File: src/rtl/mips_multicycle_ctrl.sv
// Multicycle MIPS control FSM: sequences fetch/decode/execute/memory/writeback,
// drives datapath strobes and mux selects, and counts retired instructions.
module mips_multicycle_ctrl #(
    parameter int CNT_W    = 32,
    parameter int OPCODE_W = 6
) (
    input  logic                clock,
    input  logic                reset,
    input  logic [OPCODE_W-1:0] opcode,
    input  logic                alu_zero,
    input  logic                mem_ready,
    output logic                pc_en,
    output logic                iord,
    output logic                mem_read,
    output logic                mem_write,
    output logic                ir_write,
    output logic                reg_dst,
    output logic                mem_to_reg,
    output logic                reg_write,
    output logic                alu_src_a,
    output logic [1:0]          alu_src_b,
    output logic [1:0]          alu_op,
    output logic [1:0]          pc_source,
    output logic                illegal,
    output logic [3:0]          state,
    output logic [CNT_W-1:0]    instr_retired
);

    typedef enum logic [3:0] {
        S_FETCH  = 4'd0,
        S_DECODE = 4'd1,
        S_MEMADR = 4'd2,
        S_MEMRD  = 4'd3,
        S_MEMWB  = 4'd4,
        S_MEMWR  = 4'd5,
        S_RTEX   = 4'd6,
        S_RTWB   = 4'd7,
        S_BREX   = 4'd8,
        S_ADDIEX = 4'd9,
        S_ADDIWB = 4'd10,
        S_JEX    = 4'd11,
        S_HALT   = 4'd12
    } state_t;

    localparam logic [OPCODE_W-1:0] OP_RTYPE = OPCODE_W'('h00);
    localparam logic [OPCODE_W-1:0] OP_J     = OPCODE_W'('h02);
    localparam logic [OPCODE_W-1:0] OP_BEQ   = OPCODE_W'('h04);
    localparam logic [OPCODE_W-1:0] OP_BNE   = OPCODE_W'('h05);
    localparam logic [OPCODE_W-1:0] OP_ADDI  = OPCODE_W'('h08);
    localparam logic [OPCODE_W-1:0] OP_LW    = OPCODE_W'('h23);
    localparam logic [OPCODE_W-1:0] OP_SW    = OPCODE_W'('h2B);

    state_t             state_q, state_d;
    logic [CNT_W-1:0]   cnt_q, cnt_d;
    logic               retire;

    always_ff @(posedge clock or posedge reset) begin
        if (reset) begin
            state_q <= S_FETCH;
            cnt_q   <= '0;
        end else begin
            state_q <= state_d;
            cnt_q   <= cnt_d;
        end
    end

    // Everything stays at its zero default while reset is asserted, so strobes
    // drop in the same cycle reset rises rather than at the next edge.
    always_comb begin
        state_d    = state_q;
        retire     = 1'b0;
        pc_en      = 1'b0;
        iord       = 1'b0;
        mem_read   = 1'b0;
        mem_write  = 1'b0;
        ir_write   = 1'b0;
        reg_dst    = 1'b0;
        mem_to_reg = 1'b0;
        reg_write  = 1'b0;
        alu_src_a  = 1'b0;
        alu_src_b  = 2'b00;
        alu_op     = 2'b00;
        pc_source  = 2'b00;
        illegal    = 1'b0;
        if (!reset) begin
            case (state_q)
                S_FETCH: begin
                    mem_read  = 1'b1;
                    alu_src_b = 2'b01;
                    ir_write  = mem_ready;
                    pc_en     = mem_ready;
                    if (mem_ready) state_d = S_DECODE;
                end
                S_DECODE: begin
                    alu_src_b = 2'b11;
                    if (opcode == OP_RTYPE)                        state_d = S_RTEX;
                    else if (opcode == OP_LW || opcode == OP_SW)   state_d = S_MEMADR;
                    else if (opcode == OP_BEQ || opcode == OP_BNE) state_d = S_BREX;
                    else if (opcode == OP_ADDI)                    state_d = S_ADDIEX;
                    else if (opcode == OP_J)                       state_d = S_JEX;
                    else                                           state_d = S_HALT;
                end
                S_MEMADR: begin
                    alu_src_a = 1'b1;
                    alu_src_b = 2'b10;
                    state_d   = (opcode == OP_SW) ? S_MEMWR : S_MEMRD;
                end
                S_MEMRD: begin
                    iord     = 1'b1;
                    mem_read = 1'b1;
                    if (mem_ready) state_d = S_MEMWB;
                end
                S_MEMWB: begin
                    mem_to_reg = 1'b1;
                    reg_write  = 1'b1;
                    retire     = 1'b1;
                    state_d    = S_FETCH;
                end
                S_MEMWR: begin
                    iord      = 1'b1;
                    mem_write = 1'b1;
                    if (mem_ready) begin
                        retire  = 1'b1;
                        state_d = S_FETCH;
                    end
                end
                S_RTEX: begin
                    alu_src_a = 1'b1;
                    alu_op    = 2'b10;
                    state_d   = S_RTWB;
                end
                S_RTWB: begin
                    reg_dst   = 1'b1;
                    reg_write = 1'b1;
                    retire    = 1'b1;
                    state_d   = S_FETCH;
                end
                S_BREX: begin
                    alu_src_a = 1'b1;
                    alu_op    = 2'b01;
                    pc_source = 2'b01;
                    pc_en     = (opcode == OP_BNE) ? ~alu_zero : alu_zero;
                    retire    = 1'b1;
                    state_d   = S_FETCH;
                end
                S_ADDIEX: begin
                    alu_src_a = 1'b1;
                    alu_src_b = 2'b10;
                    state_d   = S_ADDIWB;
                end
                S_ADDIWB: begin
                    reg_write = 1'b1;
                    retire    = 1'b1;
                    state_d   = S_FETCH;
                end
                S_JEX: begin
                    pc_source = 2'b10;
                    pc_en     = 1'b1;
                    retire    = 1'b1;
                    state_d   = S_FETCH;
                end
                S_HALT: illegal = 1'b1;
                default: state_d = S_HALT;
            endcase
        end
    end

    assign cnt_d         = cnt_q + CNT_W'(retire);
    assign state         = state_q;
    assign instr_retired = cnt_q;

endmodule

File: config.mk
export PLATFORM = sky130hd
export DESIGN_NAME = mips_multicycle_ctrl
export DESIGN_NICKNAME = d
export VERILOG_FILES = /design/src/rtl/mips_multicycle_ctrl.sv
export SDC_FILE = /design/constraint.sdc
export NUM_CORES = 1
export LEC_CHECK = 0
export CORE_AREA = 2 2 70 72
export DETAILED_ROUTE_END_ITERATION = 7
export DIE_AREA = 0 0 72 74
export PLACE_DENSITY = 0.86
export SLEW_MARGIN = 30
export SYNTH_ARGS = -nofsm -noshare
export SYNTH_HDL_FRONTEND = slang
export SYNTH_SLANG_ARGS = --single-unit
File: constraint.sdc
create_clock -name clock -period 3.6 [get_ports clock]
set_input_delay 0.36 -clock clock [delete_from_list [all_inputs] [get_ports clock]]
set_output_delay 0.36 -clock clock [all_outputs]
set_load 0.05 [all_outputs]
After elaboration in Yosys (flattened, before gate mapping)

Cells that the tools add are included.

Flip-flop bits (word level): 36
Output and inout port bits: 52

Reductions and logical operators: 11
Bitwise gates (word level): 3
Muxes and demuxes: 40
$add $sub $neg: 1
Equality and inequality tests: 21

Operators with widths:

| cell                                                             | number |
|---|---|
| 4-bit case mux with 9 select lines                               | 1 |
| 32-bit by 1-bit adder with 32-bit output                         | 1 |
| 1-bit 2-to-1 mux                                                 | 22 |
| 4-bit == test (second input constant)                            | 5 |
| 4-bit 2-to-1 mux                                                 | 5 |
| 4-bit by 3-bit == test with 1-bit output (second input constant) | 4 |
| 6-bit by 3-bit == test with 1-bit output (second input constant) | 2 |
| 6-bit == test (second input constant)                            | 2 |
| 3-bit 2-to-1 mux                                                 | 4 |
| 4-bit by 2-bit == test with 1-bit output (second input constant) | 2 |
| 2-bit case mux with 2 select lines                               | 2 |
| 6-bit by 2-bit == test with 1-bit output (second input constant) | 1 |
| 6-bit by 4-bit == test with 1-bit output (second input constant) | 1 |
| 6-bit zero test                                                  | 1 |
| 2-bit 2-to-1 mux                                                 | 3 |
| 2-bit != test (second input constant)                            | 3 |
| 2-bit case mux with 3 select lines                               | 1 |
| 2-bit OR reduction                                               | 3 |
| 5-bit AND reduction                                              | 1 |
| 5-bit OR reduction                                               | 1 |
| 4-bit by 1-bit == test with 1-bit output (second input constant) | 1 |
| 4-bit zero test                                                  | 1 |
| 4-bit OR reduction                                               | 1 |
| 1-bit NOT                                                        | 3 |
| 4 further kinds                                                  | 5 |

Depth between registers and ports, before layout

Gate-level depths: netlist of the first run.

Word-level depth: 7
Gate-level depth with buffers: 11
Gate-level depth less buffers: 11

Worst setup path after synthesis of the first run

No wires, ideal clock.

Path kind: input -> output
Start point: input reset
End point: output mem_to_reg
Data arrival time: 2.723 ns
Path buffers: 1
Data required time: 3.240 ns
Stages on the path: 4
Slack: 0.517 ns
Cell sequence: buf_1 > inv_1 > nand2_1 > nor3_1

Cells in the longest elaborated chain, start to end: 1

RTL lines:

| what             | line | source |
|---|---|---|
| start, declared  | 8    | `input logic reset,` |
| 1-bit 2-to-1 mux | 85   | `if (!reset) begin` |
| end, declared    | 18   | `output logic mem_to_reg,` |

Every way passes these cells.

Worst setup path after layout of the first run

Start point: register state_q[2] (netlist: state[2])
End point: output pc_en

Cells in the longest elaborated chain, start to end: 3
Elaborated cells on any way between the ends: 5
Classes of those cells: 2 x eq/ne; 2 x mux; 1 x reduce/logical

RTL lines:

| what                                                    | line | source |
|---|---|---|
| start, declared                                         | 53   | `state_t state_q, state_d;` |
| start signal, assigned                                  | 62   | `state_q <= state_d;` |
| 4-bit == test / 4-bit zero test (equally long branches) | 86   | `case (state_q)` |
| 1-bit case mux with 3 select lines *                    | 86   |  |
| 1-bit 2-to-1 mux *                                      | 85   |  |
| end, declared                                           | 12   | `output logic pc_en,` |

Mark *: on every way between the ends. The rest lies on a longest branch, timed or not.

==> summary by stage, run 1 <==
Status
The flow ran to the end, and the final reports show no timing, DRC or antenna violations.

Global routing
The via count of the first global-routing pass was 1663. The maximum number of pins on one net before global-route repair is 40. The first-pass GRT wire length is 7510 µm. The total overflow reported by the global router is 0. The total routing resource utilization after global routing is 17.9%. The number of antenna violations at the first check in global routing is 0.

Final layout
The final instance area is 2910 µm². The area growth from synthesis to layout is 40.5%. The number of nets in the layout is 292. The number of antenna diodes in the final layout is 0. In the final layout, the share of cells above drive strength 1 is 11.4%.

The count of fill cells added during filler insertion is 370.

Synthesis
The cell count after synthesis came out at 214. The post-synthesis area per instance is 9.66 µm². During synthesis, Yosys emitted a total of 0 warnings.

Counting flops with an async set or reset pin after synthesis yields a share of 100%. The cell area after synthesis is 2070 µm². For this run, the leading register cell type out of synthesis is sky130_fd_sc_hd__dfrtp_1. Counting flops with a built-in enable in the synthesized netlist gives 0. The count of unique library cells instantiated by Yosys is 50. The register area share after synthesis is 43.6%. The post-synth net total is 226.

After synthesis the netlist holds a flip-flop and latch count of 36.

CTS
Clock latency on the worst-skew pair, taken at its later pin, is 0.28 ns. Post-CTS repair changed the size of 0 cells. The root cell of the clock tree is sky130_fd_sc_hd__clkbuf_8. The sink count of the clock tree is 36.

In this run the deepest clock path goes through 2 buffers. Hold repair after CTS inserted 0 buffers. The number of CTS-inserted buffers is 5. The number of buffers inserted to repair setup after CTS is 0.

TritonCTS built the clock tree. Clock-pin slew was measured on the worst setup and hold paths at 0.06 ns. The total number of H-tree levels is 2.

Die
The top-level port count is 62. The initial core utilization is 45.0%. The floorplan step set the die width to 72 µm.

In this run the standard cell core region covers 4600 µm². The die area is 5330 µm². The floorplan die height is 74 µm. After floorplanning, the core was divided into 25 placement rows.

Power
In this run the power density over the cells is 590 nW/µm². The part of the power in registers is 32.9%. The overall power after layout is 0.00171 W. The clock network fraction of total power is 15.2%. In this run the static leakage power is 1.24 nW. The worst ir drop on vdd is 639 µV. The switching share of power is 46.9%.

Combinational logic is responsible for 51.9% of the overall power. The cell-internal power is 0.000911 W. The net switching power is 0.000803 W.

Setup path
The data required time of the critical path is 3.24 ns. The critical path class is reg -> out. The nature of the critical path startpoint is a flip-flop.

Traced cell by cell, the critical path runs through nand2b_1 -> nor2_1 -> a31oi_1 -> a211o_1 -> a211oi_1 -> clkdlybuf4s50_1. STA classifies the critical path endpoint as a primary output. STA puts the critical path data arrival time at 2.77 ns.

The largest individual stage delay along the critical path comes from the cell sky130_fd_sc_hd__clkdlybuf4s50_1. Along the worst path, the maximum fanout reaches 19. On the worst path, the slowest cell contributes a delay of 0.84 ns.

Routing
The count of nets left with antenna violations after detail routing is 0. The number of design-rule violations left by the first detailed-router iteration is 95. Before antenna repair, the detailed router went through 4 iterations. The per-cell via count in the routed design is 5.47. The number of design rule violations left after detail routing is 0.

After detailed routing, the total wire length is 4670 µm. The average routed wire per standard cell is 14.0 µm. The routed layout has 1826 vias.

Timing
The final setup violation count is 0. Once routing completed, OpenROAD measured the worst setup slack at 0.466 ns. Measured against its own limit, the worst slew margin works out to 64.1%.

The slew at the pin with the worst max-slew slack is 0.536 ns. The setup clock skew after layout is 0.00141 ns. The count of endpoints failing hold in the final timing report is 0.

Setup repair after global routing left no endpoint under its margin. The minimum clock period is 3.13 ns. The maximum operating frequency is 319 MHz.

The total negative slack for setup checks is 0 ns. The worst hold margin is 0.486 ns. The final count of pins violating max slew was 0.

The final critical path takes up 87.1% of the cycle.

Place
The number of port buffers is 61. Routability-driven placement finished with a final weighted congestion of 0.906. At the placement stage, the worst setup path has a slack of 0.596 ns.

Detailed placement finished with a half-perimeter wire length of 3470 µm. After detailed placement, the total cell area comes to 2830 µm².

Worst hold path
The class of the worst hold path is reg -> reg.

Run
The tool flagged a number of max-cap violations equal to 0.
[kinds of logic (layout without fill, tap and decap cells)]
logic type / after synthesis / after routing / share of synthesized area (%)
flip-flops: 36 / 36 / 43.6
buffers and inverters: 15 / 81 / 2.90
XOR/XNOR: 33 / 33 / 14.3
AO/OA/AOI/OAI: 28 / 28 / 9.20
adder cells (fa/ha/maj): 2 / 2 / 1.21
AND/OR/NAND/NOR: 100 / 100 / 28.8
[registers in the layout, indices dropped and copies added, names as in the netlist]
name	count
instr_retired	32
state	4
[Yosys cell counts (all sizes together) (2+ instances only)]
cell type,instances,share of area (%)
dfrtp,36,44
nor2,22,4.0
xnor2,22,9.3
nand2,20,3.6
nand3,13,3.1
xor2,11,5.0
a21oi,8,1.9
and3,8,3.0
inv,7,1.3
nand4,7,3.1
nor4,6,3.3
buf,5,1.1
and4,4,1.8
clkbuf,3,0.54
nand2b,3,0.91
nor3,3,0.73
o21ai,3,0.73
a211oi,2,0.73
a311oi,2,0.85
a31oi,2,0.60
and2,2,0.67
ha,2,1.2
nand3b,2,0.73
nor2b,2,0.60
nor3b,2,0.97
o311ai,2,0.85
o31ai,2,0.73
or3,2,0.60
[final timing paths]
path,slack [ns],to,depth (start not counted),startpoint
hold reg to reg,0.49,instr_retired[31],1,instr_retired[31]
min in group asynchronous,0.76,instr_retired[0],4,reset
setup reg to reg,0.76,instr_retired[18],10,state[3]
max in group asynchronous,2.52,instr_retired[4],4,reset
hold / removal,0.49,instr_retired[31],1,instr_retired[31]
setup / recovery,0.47,pc_en,6,state[2]
[cell type report]
type / instances / area [µm²] / area share (%)
sequential: 36 / 901 / 31.0
tap: 54 / 67.6 / 2.33
multi-input combinational: 163 / 1110 / 38.1
clock buffer: 6 / 72.6 / 2.50
inverter: 7 / 26.3 / 0.904
clock inverter: 1 / 5.00 / 0.172
timing repair buffer: 67 / 726 / 25.0
[power by group through the flow]
stage               clock [W]  sequential (W)  combinational [W]
floorplan                   0        0.000696           0.000453
global placement            0        0.000569           0.000872
detailed placement          0        0.000569           0.000883
CTS                  0.000264        0.000563           0.000889
global route         0.000283        0.000576           0.000950
finish               0.000260        0.000564           0.000889
[critical path: cells and delay by family, from the launching register on]
family          cells  cell delay, ns
compound gates      3            0.62
buf+inv             1            0.84
flops               1            0.57
simple gates        2            0.46
[through the flow]
| step | util (%) | std cells |
|---|---|---|
| after CTS | 63.2 | 334 |
| final | 63.2 | 334 |
| after detailed placement | 61.5 | 327 |
| after global routing | 63.2 | 334 |
| after floorplan | - | 214 |
| after global placement | 61.5 | 327 |
[per-layer routing]
layer / global-route usage [%] / vias up / part of all wire, %
met3: 3.66 / 6 / 4.9
met2: 30.7 / 59 / 50
met4: 4.82 / 0 / 0.90
met1: 23.2 / 875 / 44
li1: - / 886 / -
met5: 0 / - / 0
[layout by cell type (no fill, tap or decap), drive strengths merged, types with 8 or more instances in the layout]
cell type	count
nand2	20
nand3	13
xor2	11
xnor2	22
and3	8
a21oi	8
nor2	22
buf	13
dfrtp	36
clkdlybuf4s50	54
Note: power is estimated with default switching activity, not from simulation.
==> run 2: changes to the inputs <==
--- a/config.mk
+++ b/config.mk
@@ -8,6 +8,7 @@
 export CORE_AREA = 2 2 70 72
 export DETAILED_ROUTE_END_ITERATION = 7
 export DIE_AREA = 0 0 72 74
+export MAX_ROUTING_LAYER = met4
 export PLACE_DENSITY = 0.86
 export SLEW_MARGIN = 30
 export SYNTH_ARGS = -nofsm -noshare
==> run 2 against run 1 <==
Compared with the run above:
- clock skew about the same
- first-iteration DRC count is 14% higher
- maximum frequency about the same
- critical endpoint unchanged
- highest routed layer unchanged
==> summary by stage, run 2 (same netlist as run 1, synthesis figures left out) <==
Status
The flow ran to the end, and the final reports show no timing, DRC or antenna violations.

Setup path
The critical path class is reg -> out. STA classifies the critical path endpoint as a primary output. The arrival time reported for the critical path endpoint is 2.77 ns (about the same).

STA classifies the critical path startpoint as a flip-flop. The largest driver fanout on the critical path is 19 (unchanged). The data required time of the critical path is 3.24 ns (about the same).

Timing
The maximum operating frequency is 319 MHz (about the same). Setup repair after global routing left no endpoint under its margin. The slew at the pin with the worst max-slew slack is 0.536 ns (-0.000696 ns). The share of the clock period used by the worst path came to 87.0% (about the same). The total negative slack for setup checks is 0 ns (unchanged). The relative slew slack is 64.2% (about the same). The count of endpoints failing hold in the final timing report came to 0 (unchanged).

The final setup violation count is 0 (unchanged). The final count of pins violating max slew is 0 (unchanged). The minimum clock period is 3.13 ns (-0.00193 ns).

The setup clock skew after layout is 0.00141 ns (+0.000000250 ns).

Place
The half-perimeter wire length after detailed placement came to 3470 µm (unchanged). The number of port buffers is 61 (unchanged). The placer's final routability congestion estimate is 0.921 (+1.7%).

Routing
The per-cell via count in the routed design is 5.45 (-0.27%). The average routed wire per standard cell is 14.0 µm (+0.11%). The count of nets left with antenna violations after detail routing is 0 (unchanged). The total iterations of the first detailed-routing run is 4 (unchanged). The number of design-rule violations left by the first detailed-router iteration is 108 (+14%).

The total wire length after detailed routing is 4680 µm (+0.11%). The number of design rule violations left after detail routing is 0 (unchanged). The via count came to 1821 (-0.27%).

CTS
The latest clock arrival within the worst-skew pair was 0.28 ns (about the same). The total number of H-tree levels came to 2 (unchanged). The number of CTS-inserted buffers is 5 (unchanged).

The number of buffers on the longest clock path is 2 (unchanged). TritonCTS built the clock tree. The sink count of the clock tree is 36 (unchanged). The tree is rooted in a sky130_fd_sc_hd__clkbuf_8. The number of buffers added to fix hold violations after cts came to 0 (unchanged). The number of buffers inserted to repair setup after CTS came to 0 (unchanged). The CTS clock-pin slew for the worst setup and hold paths came to 0.06 ns (about the same).

The number of gates resized after cts is 0 (unchanged).

Die
The width of the die was 72 µm (unchanged). The floorplan die height is 74 µm (unchanged). The top-level port count was 62 (unchanged). The initial core utilization is 45.0% (unchanged). The number of standard-cell rows in the floorplan was 25 (unchanged). The die area was 5330 µm² (unchanged).

The area of the placeable core is 4600 µm² (unchanged).

Final layout
The number of diodes is 0 (unchanged). The number of nets in the layout is 292 (unchanged). The number of flip-flops under the largest register name is 32 (unchanged). The most common cell after layout, fill and taps aside is sky130_fd_sc_hd__clkdlybuf4s50_1. The final standard cell utilization of the core is 63.2% (unchanged). The count of fill cells added during filler insertion is 370 (unchanged). The proportion of layout cells with a drive suffix above 1 came to 11.4% (unchanged). In the layout the commonest cells are 54 x sky130_fd_sc_hd__clkdlybuf4s50_1, 36 x sky130_fd_sc_hd__dfrtp_1, 22 x sky130_fd_sc_hd__xnor2_1, 22 x sky130_fd_sc_hd__nor2_1, 20 x sky130_fd_sc_hd__nand2_1. The area occupied by multi-input gates is 1110 µm² (unchanged).

The area growth from synthesis to layout is 40.5% (unchanged). The storage element area is 901 µm² (unchanged).

Global routing
The via count of the first global-routing pass is 1662 (-0.060%). The total routing resource utilization after global routing is 18.4% (+0.58 points). The number of antenna violations at the first check in global routing came to 0 (unchanged). The total overflow reported by the global router is 0 (unchanged). The first-pass GRT wire length was 7510 µm (about the same). The maximum number of pins on one net before global-route repair came to 40 (unchanged).

Power
The leakage power total is 1.24 nW (unchanged). The areal power density over the cells is 590 nW/µm² (about the same). The worst ir drop on vdd is 639 µV (about the same).

Worst hold path
The min-delay analysis places its worst path in the category reg -> reg.

Run
The number of max-capacitance violations reported is 0 (unchanged).
[run 2: path summary, 6_finish.rpt]
| check | slack [ns] | cells past startpoint | endpoint | from |
|---|---|---|---|---|
| worst min register to register | 0.49 | 1 | instr_retired[31] | instr_retired[31] |
| max in group asynchronous | 2.52 | 4 | instr_retired[4] | reset |
| worst max-delay path | 0.47 | 6 | pc_en | state[2] |
| min in group asynchronous | 0.76 | 4 | instr_retired[0] | reset |
| worst max register to register | 0.76 | 10 | instr_retired[18] | state[3] |
| worst min-delay path | 0.49 | 1 | instr_retired[31] | instr_retired[31] |
[run 2: worst max-delay path, cell delays in order, from the launching register on]
cell and delay, ns:
sky130_fd_sc_hd__dfrtp_1 0.57, sky130_fd_sc_hd__nand2b_1 0.32, sky130_fd_sc_hd__nor2_1 0.14, sky130_fd_sc_hd__a31oi_1 0.09
sky130_fd_sc_hd__a211o_1 0.30, sky130_fd_sc_hd__a211oi_1 0.23, sky130_fd_sc_hd__clkdlybuf4s50_1 0.84
[run 2: routing by layer]
layer  vias to the layer above  wire length, µm  GRT usage, %
li1                        886                -             -
met1                       873             2070          23.2
met2                        56             2350          30.7
met3                         6              217          3.66
met4                         0               46          4.82
met5                         -                0             -
[run 2: area by class of cell]
cell class                      count  area share [%]
Sequential cell                    36            31.0
Multi-Input combinational cell    163            38.1
Inverter                            7           0.904
Tap cell                           54            2.33
Timing Repair Buffer               67            25.0
Clock inverter                      1           0.172
Clock buffer                        6            2.50
[run 2: power by group]
part,switching [W],internal (W)
combinational,0.000565,0.000324
clock,0.000128,0.000131
sequential,0.000109,0.000455
total,0.000803,0.000911
[run 2: per-stage QoR]
| step | power (W) | hold WS [ns] | cell area (µm²) | setup slack [ns] | std cells |
|---|---|---|---|---|---|
| global route | 0.00181 | 0.507 | 2910 | 0.350 | 334 |
| global placement | 0.00144 | 0.464 | 2830 | 0.617 | 327 |
| detailed placement | 0.00145 | 0.478 | 2830 | 0.596 | 327 |
| finish | 0.00171 | 0.486 | 2910 | 0.468 | 334 |
| floorplan | 0.00115 | 0.564 | 2070 | 0.517 | 214 |
| CTS | 0.00172 | 0.487 | 2910 | 0.494 | 334 |
==> run 3: changes to the inputs <==
==> config.mk (replaced) <==
export PLATFORM = sky130hd
export DESIGN_NAME = mips_multicycle_ctrl
export DESIGN_NICKNAME = d
export VERILOG_FILES = /design/src/rtl/mips_multicycle_ctrl.sv
export SDC_FILE = /design/constraint.sdc
export NUM_CORES = 1
export LEC_CHECK = 0
export CORE_AREA = 2 2 68 70
export CTS_BUF_LIST = sky130_fd_sc_hd__clkbuf_8
export DETAILED_ROUTE_END_ITERATION = 7
export DIE_AREA = 0 0 70 72
export MAX_ROUTING_LAYER = met4
export PLACE_DENSITY = 0.9
export SLEW_MARGIN = 20
export SYNTH_ARGS = -nofsm -noshare
export SYNTH_HDL_FRONTEND = slang
export SYNTH_SLANG_ARGS = --single-unit
==> run 3 against run 2 <==
Compared with the run above:
- non-clock buffer count unchanged
- flip-flop and latch count unchanged
- routed wire length up 2.7%
- register-to-register slack better by 0.03 ns
- power up 2.0%
- critical endpoint unchanged
==> summary by stage, run 3 (same netlist as run 1, synthesis figures left out) <==
CTS
The number of buffers inserted to repair setup after CTS is 0 (unchanged). The number of buffers on the longest clock path was 2 (unchanged). The cell sitting at the root of the clock tree is a sky130_fd_sc_hd__clkbuf_8.

The number of CTS-inserted buffers came to 5 (unchanged). The number of buffers added to fix hold violations after cts was 0 (unchanged). The total number of H-tree levels is 2 (unchanged). The sink count of the clock tree is 36 (unchanged). The number of gates resized after cts came to 0 (unchanged).

The CTS clock-pin slew for the worst setup and hold paths came to 0.07 ns (about the same). The clock tree from TritonCTS is yes. The latest clock arrival within the worst-skew pair was 0.29 ns (about the same).

Routing
The via count is 1843 (+1.2%). The number of design-rule violations left by the first detailed-router iteration was 95 (-12%). The number of design rule violations left after detail routing is 0 (unchanged). The average routed wire per standard cell is 14.4 µm (+3.0%). The per-cell via count in the routed design is 5.53 (+1.5%). The count of nets left with antenna violations after detail routing was 0 (unchanged). The total iterations of the first detailed-routing run is 4 (unchanged). The total wire length after detailed routing is 4810 µm (+2.7%).

Final layout
In the layout the commonest cells are 54 x sky130_fd_sc_hd__clkdlybuf4s50_1, 36 x sky130_fd_sc_hd__dfrtp_1, 22 x sky130_fd_sc_hd__xnor2_1, 22 x sky130_fd_sc_hd__nor2_1, 20 x sky130_fd_sc_hd__nand2_1. The number of diodes is 0 (unchanged). The post-layout instance count excluding filler cells came to 333 (-0.30%).

The count of fill cells added during filler insertion was 339 (-8.4%). The library cell used most frequently in the layout, excluding fill and tap cells, is sky130_fd_sc_hd__clkdlybuf4s50_1. The number of nets in the layout is 292 (unchanged). The area occupied by multi-input gates was 1110 µm² (unchanged).

The number of flip-flops under the largest register name was 32 (unchanged). The storage element area is 901 µm² (unchanged). The final instance area was 2920 µm² (+0.47%). The area growth from synthesis to layout is 41.1%. The proportion of layout cells with a drive suffix above 1 is 11.7% (+0.32 points).

Die
The floorplan die height is 72 µm (-2.7%). The width of the die is 70 µm (-2.8%). The number of standard-cell rows in the floorplan came to 24 (-4.0%). The initial core utilization was 48.5% (+3.5 points). The area of the placeable core is 4260 µm² (-7.3%).

The die area is 5040 µm² (-5.4%). The top-level port count was 62 (unchanged).

Place
The number of port buffers is 61 (unchanged). The total instance count after detailed placement is 325 (-0.61%). The area of placed instances was 2830 µm² (about the same). The placer's final routability congestion estimate is 0.926 (+0.54%).

The half-perimeter wire length after detailed placement is 3740 µm (+7.7%).

Run
The number of max-capacitance violations reported is 0 (unchanged).

Setup path
The data required time of the critical path was 3.24 ns (about the same). The cell that appears most often on the critical path is sky130_fd_sc_hd__clkdlybuf4s50_1. The critical path class is in -> out. The delay of the slowest cell on the worst path is 0.84 ns (about the same). The number of buffers and inverters on the critical path came to 2 (+1).

The arrival time reported for the critical path endpoint is 2.72 ns (-0.05 ns). The signal on the critical path passes through clkdlybuf4s50_1 -> nor2_1 -> and3_1 -> a31oi_1 -> a211o_1 -> a211oi_1 -> clkdlybuf4s50_1. Tracing the worst setup path back leads to its startpoint at opcode[3].

The critical path capture point type is a primary output. The nature of the critical path startpoint is a primary input. On the critical path the largest part of the delay comes from buffers and inverters. The largest driver fanout on the critical path is 4 (-15). On the critical path, the stage with the largest delay is an instance of sky130_fd_sc_hd__clkdlybuf4s50_1. The reg-to-reg critical path startpoint is state[1].

Timing
The final setup violation count is 0 (unchanged). The final count of pins violating max slew is 0 (unchanged). The relative slew slack is 64.6% (+0.40 points). The maximum operating frequency is 325 MHz (+1.8%).

The total negative slack for setup checks is 0 ns (unchanged). The share of the clock period used by the worst path is 85.5% (-1.5 points). The minimum clock period is 3.08 ns (-0.0551 ns). The count of endpoints failing hold in the final timing report came to 0 (unchanged). The setup clock skew after layout was 0.00604 ns (+0.00463 ns). The slew at the pin with the worst max-slew slack was 0.518 ns (-0.0176 ns). Setup repair after global routing left no endpoint under its margin.

Global routing
The maximum number of pins on one net before global-route repair is 39 (-2.5%). The number of antenna violations at the first check in global routing is 0 (unchanged). The first-pass GRT wire length is 8160 µm (+8.6%). The via count of the first global-routing pass came to 1802 (+8.4%). The total routing resource utilization after global routing came to 20.8% (+2.3 points). The total overflow reported by the global router was 0 (unchanged).

Power
The worst ir drop on vdd came to 575 µV (-10%). The leakage power total is 1.24 nW (+0.61%). The cell-internal power was 0.000930 W (+2.2%).

The part of the power in registers is 32.5% (-0.4 points). The overall power after layout came to 0.00175 W (+2.0%). The clock network fraction of total power is 16.8% (+1.6 points). The part of the power in combinational logic came to 50.6% (-1.3 points). The switching share of power was 46.8% (-0.10 points). The net switching power is 0.000817 W (+1.8%). The areal power density over the cells is 599 nW/µm² (+1.5%).

Worst hold path
The startpoint of the most critical hold path is instr_retired[31]. The class of the worst hold path is reg -> reg.

Status
The run finished with clean final reports.
run 3: worst reg2reg max path, cell delays in order (launching register included):
cell	delay [ns]
sky130_fd_sc_hd__dfrtp_1	0.47
sky130_fd_sc_hd__inv_1	0.16
sky130_fd_sc_hd__nand2_1	0.23
sky130_fd_sc_hd__a21oi_1	0.07
sky130_fd_sc_hd__nor3b_1	0.22
sky130_fd_sc_hd__ha_1	0.23
sky130_fd_sc_hd__ha_1	0.26
sky130_fd_sc_hd__inv_1	0.10
sky130_fd_sc_hd__nor4_4	0.36
sky130_fd_sc_hd__and3_4	0.27
sky130_fd_sc_hd__nor3b_2	0.18
sky130_fd_sc_hd__xor2_1	0.19
run 3: through the flow:
| step | worst slack [ns] | util, % | hold WS (ns) |
|---|---|---|---|
| 5_1_grt | 0.321 | 68.5 | 0.497 |
| 3_5_place_dp | 0.523 | 66.3 | 0.473 |
| 3_3_place_gp | 0.613 | 66.3 | 0.459 |
| 6_report | 0.523 | 68.5 | 0.481 |
| 2_1_floorplan | 0.517 | - | 0.564 |
| 4_1_cts | 0.525 | 68.5 | 0.483 |
run 3: cell type report:
cell class / count / area share (%)
clock buffer: 6 / 2.83
clock inverter: 2 / 0.386
inverter: 7 / 0.900
multi-input combinational: 163 / 37.9
sequential: 36 / 30.9
tap: 52 / 2.23
timing repair buffer: 67 / 24.9
run 3: power by group through the flow:
stage | Clock (W) | Sequential (W) | Combinational [W]
3_3_place_gp | 0 | 0.000569 | 0.000867
4_1_cts | 0.000298 | 0.000566 | 0.000887
6_report | 0.000294 | 0.000568 | 0.000885
2_1_floorplan | 0 | 0.000696 | 0.000453
3_5_place_dp | 0 | 0.000573 | 0.000884
5_1_grt | 0.000319 | 0.000583 | 0.000943
run 3: layer usage:
layer  GRT usage, %  share of wire [%]
met1           24.9                 42
met2           34.5                 52
met4           7.48                1.3
met5              -                  0
met3           4.86                5.0
run 3: worst paths after layout:
| path | to | slack, ns | depth (start not counted) |
|---|---|---|---|
| min reg2reg | instr_retired[31] | 0.48 | 1 |
| min | instr_retired[31] | 0.48 | 1 |
| min in group asynchronous | state[1] | 0.74 | 4 |
| max reg2reg | instr_retired[18] | 0.79 | 11 |
| max | pc_en | 0.52 | 7 |
| max in group asynchronous | instr_retired[12] | 2.54 | 4 |
==> RTL change (config.mk and constraints of run 3) <==
Change the parameter `CNT_W` from 32 to 16.
--- a/src/rtl/mips_multicycle_ctrl.sv
+++ b/src/rtl/mips_multicycle_ctrl.sv
@@ -2,5 +2,5 @@
 // drives datapath strobes and mux selects, and counts retired instructions.
 module mips_multicycle_ctrl #(
-    parameter int CNT_W    = 32,
+    parameter int CNT_W    = 16,
     parameter int OPCODE_W = 6
 ) (
Ports: changed (resized instr_retired); port bits go from 62 to 46. No check against the original RTL was run, so the function may have changed too.
==> RTL change against run 3 <==
- setup slack gained 0.13 ns
- design area is 37% lower
- total power shrank 19%
- global-route usage is 7.0 points lower
- maximum frequency increased by 4.5%
- area after synthesis fell by 36%
- hold slack worse by 0.015 ns
- sequential cell count is 16 lower
- wire length fell by 32%
- critical path type unchanged
- largest cell class unchanged
==> RTL change: results (changes against run 3) <==
| Metric | Value |
|---|---|
| Port Buffers | 45 (-26%) |
| Worst reg-to-reg setup slack | 1.07 ns (+0.28 ns) |
| TritonCTS buffer count | 3 (-2) |
| CTS Root Cell | clkbuf_8 |
| DR DRC count | 0 (unchanged) |
| Worst hold stages | 1 (unchanged) |
| First-pass GRT wire length | 5440 um (-33%) |
| Post-synth ARST share | 100% (unchanged) |
| Max reg flops | 16 (-50%) |
| Clk buf depth | 2 (unchanged) |
| Compound-gate portion of the synthesized area | 15.3% (+6.1 points) |
| Final wirelength | 3290 um (-32%) |
| Post-cts sizing count | 0 (unchanged) |
| End of the worst hold path | instr_retired[15]$_DFF_PP0_ |
| Top cells by area, synth | dfrtp_1 (38%), xnor2_1 (8.0%), nor2_1 (4.8%) |
| VDD IR max | 0.000314 V (-45%) |
| Final Hold Slack | 0.466 ns (-0.0153 ns) |
| Gpl congestion | 0.776 (-16%) |
| Worst-Skew Late Latency | 0.25 ns (-0.04 ns) |
| Pleak | 0.743 nW (-40%) |
| Vias per cell | 5.28 (-4.6%) |
| Vias in the first global route | 1136 (-37%) |
| Most instantiated cells after synthesis | dfrtp_1 (20), nor2_1 (17), xnor2_1 (12) |
| Synth unique cells | 41 (-18%) |
| # nets final | 204 (-30%) |
| Hold Crit Start | instr_retired[15]$_DFF_PP0_ |
| DRT Pass-1 Iters | 4 (unchanged) |
| Max Clock Skew | 0.00214 ns (-0.00391 ns) |
| Worst r2r dst | instr_retired[15]$_DFF_PP0_ |
| CP max FO | 16 (+12) |
| Adder-cell share of the synthesized area | 2.84% (+1.6 points) |
| Initial antenna violation count | 0 (unchanged) |
| Antenna fix cells | 0 (unchanged) |
| Proportion of layout cells with a drive suffix above 1 | 5.29% (-6.5 points) |
| Synth Net Count | 162 (-28%) |
| GRT Total Usage | 13.8% (-7.0 points) |
| R2r worst-path depth | 8 (-3) |
| Ys Warns | 0 (unchanged) |
| H-tree levels | 1 (-1) |
| Mux contribution to synthesized area | 0.853% (+0.85 points) |
| Detailed Route Iter0 Violations | 114 (+20%) |
| Status | complete, no violations |
| Largest net degree at the start of global routing | 22 (-44%) |
| Post-CTS setup buffers | 0 (unchanged) |
| # fillers | 418 (+23%) |
| Max_slew headroom | 58.0% (-6.6 points) |
| Critical path arrival | 2.58 ns (-0.14 ns) |
| Top FF cell, synth | dfrtp_1 |
| Hold crit path type | reg2reg |
| Seq/Total Area, Yosys | 37.9% (-5.6 points) |
| Post-detail-place hpwl | 2470 um (-34%) |
| Xor/xnor share of the synthesized area | 11.3% (-3.1 points) |
-- RTL change: kinds of logic after synthesis --
kind of cell             Yosys count
flip-flops                        20
XOR/XNOR                          17
buffers and inverters             14
adder cells (fa/ha/maj)            3
AND/OR/NAND/NOR                   67
AO/OA/AOI/OAI                     27
multiplexers                       1
-- RTL change: cell type report --
| class | count | area, sq um | share of cell area [%] |
|---|---|---|---|
| inverters | 5 | 18.8 | 1.03 |
| repair buffers | 46 | 448 | 24.5 |
| clock buffers | 3 | 41.3 | 2.26 |
| flip-flops and latches | 20 | 500 | 27.3 |
| multi-input cells | 115 | 757 | 41.4 |
| well taps | 52 | 65.1 | 3.55 |
-- RTL change: how the worst max path moves through the flow --
| stage | slack (ns) | end | from |
|---|---|---|---|
| 2_1_floorplan | 0.58 | mem_read | state[1]$_DFFE_PP0P_ |
| 5_1_grt | 0.55 | pc_en | reset |
| 6_report | 0.66 | pc_en | reset |
| 3_5_place_dp | 0.66 | pc_en | reset |
| 3_3_place_gp | 0.76 | pc_en | reset |
| 4_1_cts | 0.69 | pc_en | reset |
-- RTL change: stage by stage --
stage	power [mW]	cells	util (%)	cell area, sq um	setup WS [ns]
floorplan	1.02	149	-	1320	0.583
global placement	1.26	238	42.0	1790	0.758
detailed placement	1.28	238	42.0	1790	0.665
CTS	1.42	241	42.9	1830	0.687
global route	1.50	241	42.9	1830	0.552
finish	1.41	241	42.9	1830	0.655
-- RTL change: report_power, final --
group	switching [mW]	internal (mW)	leakage, nW
registers	0.138	0.277	0.260
clock network	0.0666	0.0743	0.0216
logic	0.548	0.310	0.462
-- RTL change: critical path, stage by stage --
cell and delay [ns]:
clkdlybuf4s50_1 0.68, nor3_1 0.40, nor2b_1 0.21, a32o_1 0.14, clkdlybuf4s50_1 0.79
-- RTL change: layer usage --
metal	up-vias	global-route usage, %	routed length, um
met5	-	-	0
met4	0	5.13	42
met3	4	1.81	161
met2	39	21.5	1570
met1	612	18.4	1520
li1	617	-	-
